**config.mk**
```make
export PLATFORM = sky130hd
export DESIGN_NAME = display_scan_ctrl
export DESIGN_NICKNAME = d
export VERILOG_FILES = /design/src/rtl/disp_pkg.sv /design/src/rtl/scan_prescaler.sv /design/src/rtl/display_scan_ctrl.sv
export SDC_FILE = /design/constraint.sdc
export NUM_CORES = 1
export LEC_CHECK = 0
export ABC_AREA = 1
export CORE_MARGIN = 2
export CORE_UTILIZATION = 51
export CTS_CLUSTER_SIZE = 30
export DETAILED_ROUTE_END_ITERATION = 12
export HOLD_SLACK_MARGIN = 0.02
export PLACE_DENSITY_LB_ADDON = 0.08
export SETUP_SLACK_MARGIN = 0.4
export SYNTH_ARGS = -nofsm -noshare
export SYNTH_HDL_FRONTEND = slang
export SYNTH_SLANG_ARGS = --single-unit
```
**constraint.sdc**
```tcl
create_clock -name clk -period 1.6 [get_ports clk]
set_input_delay 0.32 -clock clk [delete_from_list [all_inputs] [get_ports clk]]
set_output_delay 0.32 -clock clk [all_outputs]
set_load 0.02 [all_outputs]
```
**src/rtl/disp_pkg.sv**
```systemverilog
// disp_pkg: shared widths, commit-state encodings and a width helper for the display scanner
package disp_pkg;
    localparam int NIBBLE_W = 4;
    localparam logic [0:0] ST_IDLE    = 1'b0;
    localparam logic [0:0] ST_PENDING = 1'b1;
    function automatic int clog2(input int v);
        int r;
        for (r = 0; (1 << r) < v; r++) begin
        end
        return (r < 1) ? 1 : r;
    endfunction
endpackage

```
**src/rtl/scan_prescaler.sv**
```systemverilog
// scan_prescaler: free-running 0..PRESCALE-1 counter with a tick on the terminal count
module scan_prescaler
    import disp_pkg::*;
#(
    parameter int PRESCALE = 50000
) (
    input  logic                       clk,
    input  logic                       rst,
    output logic                       tick_o,
    output logic [clog2(PRESCALE)-1:0] count_o
);
    localparam int CW = clog2(PRESCALE);
    logic [CW-1:0] count_q;
    assign tick_o  = count_q == CW'(PRESCALE - 1);
    assign count_o = count_q;
    // count up and wrap to zero in the tick cycle
    always_ff @(posedge clk) begin
        if (rst) count_q <= '0;
        else     count_q <= tick_o ? '0 : count_q + 1'b1;
    end
endmodule

```
**src/rtl/display_scan_ctrl.sv**
```systemverilog
// display_scan_ctrl: double-buffered multiplexed 7-segment scan controller (optional SCAN_BLANK_GAP_EN anti-ghost gap)
module display_scan_ctrl
    import disp_pkg::*;
#(
    parameter int NUM_DIGITS       = 4,
    parameter int PRESCALE         = 50000,
    parameter bit ANODE_ACTIVE_LOW = 1'b1
) (
    input  logic                         clk,
    input  logic                         rst,
    input  logic                         load_i,
    input  logic [NIBBLE_W*NUM_DIGITS-1:0] value_i,
    input  logic [NUM_DIGITS-1:0]        blank_i,
    output logic                         busy_o,
    output logic [NIBBLE_W-1:0]          nibble_o,
    output logic [NUM_DIGITS-1:0]        digit_en_o,
    output logic                         frame_o
);
    localparam int IW = clog2(NUM_DIGITS);
    localparam int CW = clog2(PRESCALE);
    logic                           tick, last, wrap, dark;
    logic [CW-1:0]                  count;
    logic [IW-1:0]                  idx_q;
    logic [0:0]                     state_q;
    logic                           frame_q;
    logic [NIBBLE_W*NUM_DIGITS-1:0] act_val_q, pend_val_q;
    logic [NUM_DIGITS-1:0]          act_blank_q, pend_blank_q, onehot, en;

    scan_prescaler #(.PRESCALE(PRESCALE)) u_pre (
        .clk    (clk),
        .rst    (rst),
        .tick_o (tick),
        .count_o(count)
    );

    assign last = idx_q == IW'(NUM_DIGITS - 1);
    assign wrap = tick && last;

    // advance the digit slot on every prescaler tick
    always_ff @(posedge clk) begin
        if (rst)       idx_q <= '0;
        else if (tick) idx_q <= last ? '0 : idx_q + 1'b1;
    end

    // commit FSM: stage loads, publish at frame wrap, bypass when load meets the wrap
    always_ff @(posedge clk) begin
        if (rst) begin
            state_q      <= ST_IDLE;
            frame_q      <= 1'b0;
            act_val_q    <= '0;
            act_blank_q  <= '1;
            pend_val_q   <= '0;
            pend_blank_q <= '0;
        end else begin
            frame_q <= wrap;
            if (wrap && load_i) begin
                act_val_q   <= value_i;
                act_blank_q <= blank_i;
                state_q     <= ST_IDLE;
            end else if (load_i) begin
                pend_val_q   <= value_i;
                pend_blank_q <= blank_i;
                state_q      <= ST_PENDING;
            end else if (wrap && state_q == ST_PENDING) begin
                act_val_q   <= pend_val_q;
                act_blank_q <= pend_blank_q;
                state_q     <= ST_IDLE;
            end
        end
    end

`ifdef SCAN_BLANK_GAP_EN
    assign dark = act_blank_q[idx_q] || count < CW'(PRESCALE / 8);
`else
    logic unused_count;
    assign unused_count = ^count;
    assign dark = act_blank_q[idx_q];
`endif

    assign onehot     = {{(NUM_DIGITS-1){1'b0}}, 1'b1} << idx_q;
    assign en         = dark ? '0 : onehot;
    assign digit_en_o = ANODE_ACTIVE_LOW ? ~en : en;
    assign nibble_o   = act_val_q[{idx_q, 2'b00} +: NIBBLE_W];
    assign busy_o     = state_q == ST_PENDING;
    assign frame_o    = frame_q;
endmodule

```
* Word level (Yosys, flattened, before mapping)
Cells that the tools add are included.
Word-level totals: output and inout bits 10, word-level logic and storage cells 39, flip-flop bits (word level) 60
Cells by class: equality and inequality tests 3, reduce and logical (&&, ||, !) cells 9, shift operators 2, bitwise operators 2, add/subtract/negate cells 2, multiplexer cells 12, order comparisons 1
Operators by type and width (count):
- 16-bit 2-to-1 mux | 3
- 16-bit by 1-bit adder with 16-bit output (second input constant) | 1
- 16-bit == test (second input constant) | 1
- 4-bit 2-to-1 mux | 4
- 16-bit by 5-bit indexed part select with 4-bit output | 1
- 4-bit inverter | 1
- 2-bit AND reduction | 2
- 2-bit nonzero test | 2
- 2-bit OR reduction | 2
- 1-bit by 2-bit << shifter with 4-bit output (first input constant) | 1
- 1-bit logical AND | 3
- 2-bit by 3-bit < comparator with 1-bit output (second input constant) | 1
- 1-bit 2-to-1 mux | 3
- 2-bit by 1-bit adder with 2-bit output (second input constant) | 1
- 1-bit binary-select mux with 2-bit select | 1
- 2-bit == test (second input constant) | 1
- 2-bit 2-to-1 mux | 1
- 2-bit by 1-bit inequality test with 1-bit output (second input constant) | 1
- 1-bit inverter | 1

* Logic depth before layout (Yosys ltp)
depth in word-level cells 6, mapped depth 10

* Modules after synthesis
Synthesis repeated with hierarchy kept, for this count alone.
Unflattened totals: cells, all modules 457, area total of the unflattened synthesis 2996.6 µm²
By module, submodules not included:
- display_scan_ctrl | times used 1, cells an instance 327, seq. area each 880.8 µm², area each 2137.0 µm²
- scan_prescaler | times used 1, cells an instance 130, seq. area each 320.3 µm², area each 859.6 µm²

* Least setup slack after synthesis
OpenSTA, ideal clock, no wires.
path type reg-to-output, start point register idx_q[0], end point output nibble_o[0], required time 1.280 ns, buffers on the path 2, path slack -0.086 ns, stages on the path, launching flop included 6, arrival 1.366 ns, path through dfxtp_1 > clkbuf_1 > inv_1 > buf_1 > a21oi_1 > a21oi_1
Between the ends: longest elaborated chain between the ends 1
Ends and longest elaborated chain:
- start: declaration | line display_scan_ctrl.sv:23 | logic [IW-1:0] idx_q;
- start signal: assignment | line display_scan_ctrl.sv:42 | else if (tick) idx_q <= last ? '0 : idx_q + 1'b1;
- 16-bit by 5-bit indexed part select with 4-bit output | line display_scan_ctrl.sv:83 | assign nibble_o = act_val_q[{idx_q, 2'b00} +: NIBBLE_W];
- end: declaration | line display_scan_ctrl.sv:15 | output logic [NIBBLE_W-1:0] nibble_o,
Every way passes these cells.

* Worst setup path after layout
start point register idx_q[1], end point output nibble_o[3]
Same word-level chain as after synthesis.

==> results by group <==
Outcome
  – Status: finished with violations
  – Violated checks: negative setup slack

Timing
  – Fmax: ~580 MHz
  – Setup-failing EPs final: 28
  – Slew Limit Fails: 0
  – Worst Hold Slack: between 400 and 500 ps
  – Setup Skew: 14.77 ps
  – Worst Slack Setup Final: -124.4 ps
  – Slew @ Worst Pin: roughly 340 ps
  – Final Hold Viols: 0
  – RSZ-0062 raised after global routing: yes
  – Relative max-transition margin: between 70% and 80%
  – Ratio of final minimum period to clock period: 107.8%
  – Min Tclk post-route: ~1700 ps

Placed design
  – Gpl congestion: 0.8823
  – Number of port buffers: 32
  – Post-DP HPWL: around 5.2 mm

Clock tree
  – Root Driver: clkbuf_8
  – CTS max path bufs: 2
  – Clock latency on the worst-skew pair: 350 ps
  – H-Tree Depth: 3
  – Clk sink count: 60
  – CTS tree: yes
  – Total CTS buffers: 9
  – CTS Hold Bufs: 0
  – Worst-path clk slew: 80 ps

Floorplanning
  – # rows: 28
  – Die H: 83.10 um
  – Die area: 6905 sq um
  – Ports: 33
  – Die W: just over 80 um
  – Initial Utilization: roughly 53%
  – Core box area: 5991 sq um

Setup path
  – Crit. Startpoint: idx_q[1]$_SDFFE_PP0N_
  – Crit end category: primary output
  – Critical path class: register to primary output
  – RR Startpoint: u_pre.count_o[0]$_SDFF_PP0_
  – Worst Path Max Fanout: 8
  – Arr. time, crit path: around 1400 ps
  – Nature of the critical path startpoint: register
  – CP required: ~1300 ps

Power
  – PD cells: between 600 and 700 nW/um^2
  – Leak: 0.002178 uW
  – Maximum VDD drop: 542.8 uV

Routing
  – Drt wl/cell: ~17 um
  – Routed Antenna Nets: 0
  – Drt drc: 0
  – Drt total wl: just over 10 mm
  – Vias: 3381
  – DRT Pass-1 Iters: 5
  – 1st-iter DRT viols: 243
  – Vias/cell: approximately 5.5

Layout
  – Area Growth Syn to Fin: 58.67%
  – Register area: about 1200 sq um
  – Fin util: 84.50%
  – Fillcell total: 324
  – ANT cells: 0
  – Multi-input logic area: roughly 2300 sq um
  – # nets final: ~570
  – Fraction of layout cells with a size suffix above 1: about half

Synthesis
  – Synth Warn #: 0
  – Syn avg cell area: a little under 7 sq um
  – Register area share after synthesis: 37.65%
  – Post-synthesis cell area: ~3200 sq um
  – Count of cell types in the netlist: 37
  – Synthesized flop and latch total: 60
  – Post-synthesis net count: 491
  – Synthesized instance count: 463

Job
  – Number of max-cap violations: 0

Global route
  – Total grt overflow: 0
  – Largest net degree at the start of global routing: 33
  – First-pass GRT wire length: 14.65 mm
  – Gr usage total: 26.24%
  – Initial antenna violation count: 0
  – Vias in the first global route: 3035

Min path
  – HP Start: u_pre.count_o[15]$_SDFF_PP0_
  – Hold WC Path Type: register to register
==> power breakdown <==
part           switching, uW  internal, uW  leakage [uW]
registers               45.8          1530      0.000499
logic                    201           182       0.00158
clock network            653           642     0.0000961
total                    901          2350       0.00218
==> metrics by stage <==
| step | setup WS, ps | TNS [ps] | area, sq um | instances | total power [uW] |
|---|---|---|---|---|---|
| 2_1_floorplan | 269.0 | 0 | 3396 | 463 | 1776 |
| 4_1_cts | -67.29 | -412.3 | 4726 | 610 | 3198 |
| 3_5_place_dp | -211.7 | -3379 | 3916 | 580 | 1898 |
| 3_3_place_gp | -192.8 | -2691 | 3916 | 580 | 1891 |
| 6_report | -124.4 | -1457 | 5062 | 618 | 3253 |
| 5_1_grt | -176.8 | -3362 | 5062 | 618 | 3343 |
==> state kept, by name, summed over array words and instances (netlist names) <==
register / count
act_blank_q: 4
pend_val_q: 16
busy_o: 1
pend_blank_q: 4
frame_o: 1
idx_q: 2
u_pre.count_o: 16
act_val_q: 16
==> placed cells by master (no fill, tap or decap), drive strengths merged <==
| master | n |
|---|---|
| inv | 75 |
| a21oi | 41 |
| nand3 | 17 |
| o21ai | 26 |
| nor4 | 1 |
| buf | 58 |
| a32o | 1 |
| or2 | 2 |
| clkinv | 5 |
| nor3b | 2 |
| nand2 | 130 |
| nor3 | 8 |
| dfxtp | 60 |
| xor2 | 4 |
| ha | 5 |
| clkdlybuf4s50 | 22 |
| clkbuf | 13 |
| o211ai | 1 |
| and3 | 1 |
| clkinvlp | 2 |
| nor2 | 66 |
| nand4 | 3 |
==> final cells by class <==
class                   count  area share, %
clock buffers              12          3.065
clock inverters             4         0.4696
inverters                  77          6.303
multi-input cells         308          46.34
flip-flops and latches     60          24.42
well taps                  75          1.854
repair buffers             81          17.47
repair inverters            1        0.07415
==> logic make-up after synthesis <==
kind of cell	Yosys count	synth area share, %
adders and majority gates	5	1.961
and+or+nand+nor	229	32.51
AOI/OAI and AO/OA	69	13.06
xor gates and xnor gates	4	1.098
DFF	60	37.65
buffers and inverters	96	13.73
==> Yosys cell counts, drive strengths merged <==
cell	count	share of area, %
inv	76	9.0
nor3	8	1.3
nor4	1	0.20
nor2	66	10
and3	1	0.24
ha	5	2.0
buf	13	3.6
xor2	4	1.1
dlymetal6s2s	1	0.39
a21oi	41	8.3
a32o	1	0.31
dfxtp	60	38
nor3b	2	0.47
nand3	17	3.2
clkbuf	5	0.59
clkinv	1	0.16
o21ai	26	4.2
nand4	3	1.1
nand2	129	16
or2	2	0.39
o211ai	1	0.24
==> critical path: stages, from the launching register on <==
cell     delay (ps)
dfxtp_2         330
inv_2           100
buf_8           170
o21ai_1         110
a21oi_2         160
a21oi_4          40
buf_4           150
==> worst paths after layout <==
check        cells past startpoint                      endpoint  slack, ps
min reg2reg                      2  u_pre.count_o[15]$_SDFF_PP0_        480
min                              2  u_pre.count_o[15]$_SDFF_PP0_        480
max                              6                   nibble_o[3]       -120
max reg2reg                      9    act_val_q[15]$_SDFFE_PP0P_        -60
==> timing repair <==
item / CTS / global route
gates cloned: 4 / 1
buffers inserted: 10 / 7
gates resized for setup: 185 / 74
endpoints found under the setup margin: 69 / 68
pin swaps: 22 / 20
==> routing by layer <==
metal / track usage [%] / up-vias / share of wire, %
met5: 0 / - / 0
met4: 10.73 / 0 / 3.1
met3: 4.175 / 35 / 6.7
met2: 39.74 / 166 / 47
met1: 37.24 / 1592 / 43
li1: - / 1588 / -
Power figures use the tool's default switching activity.
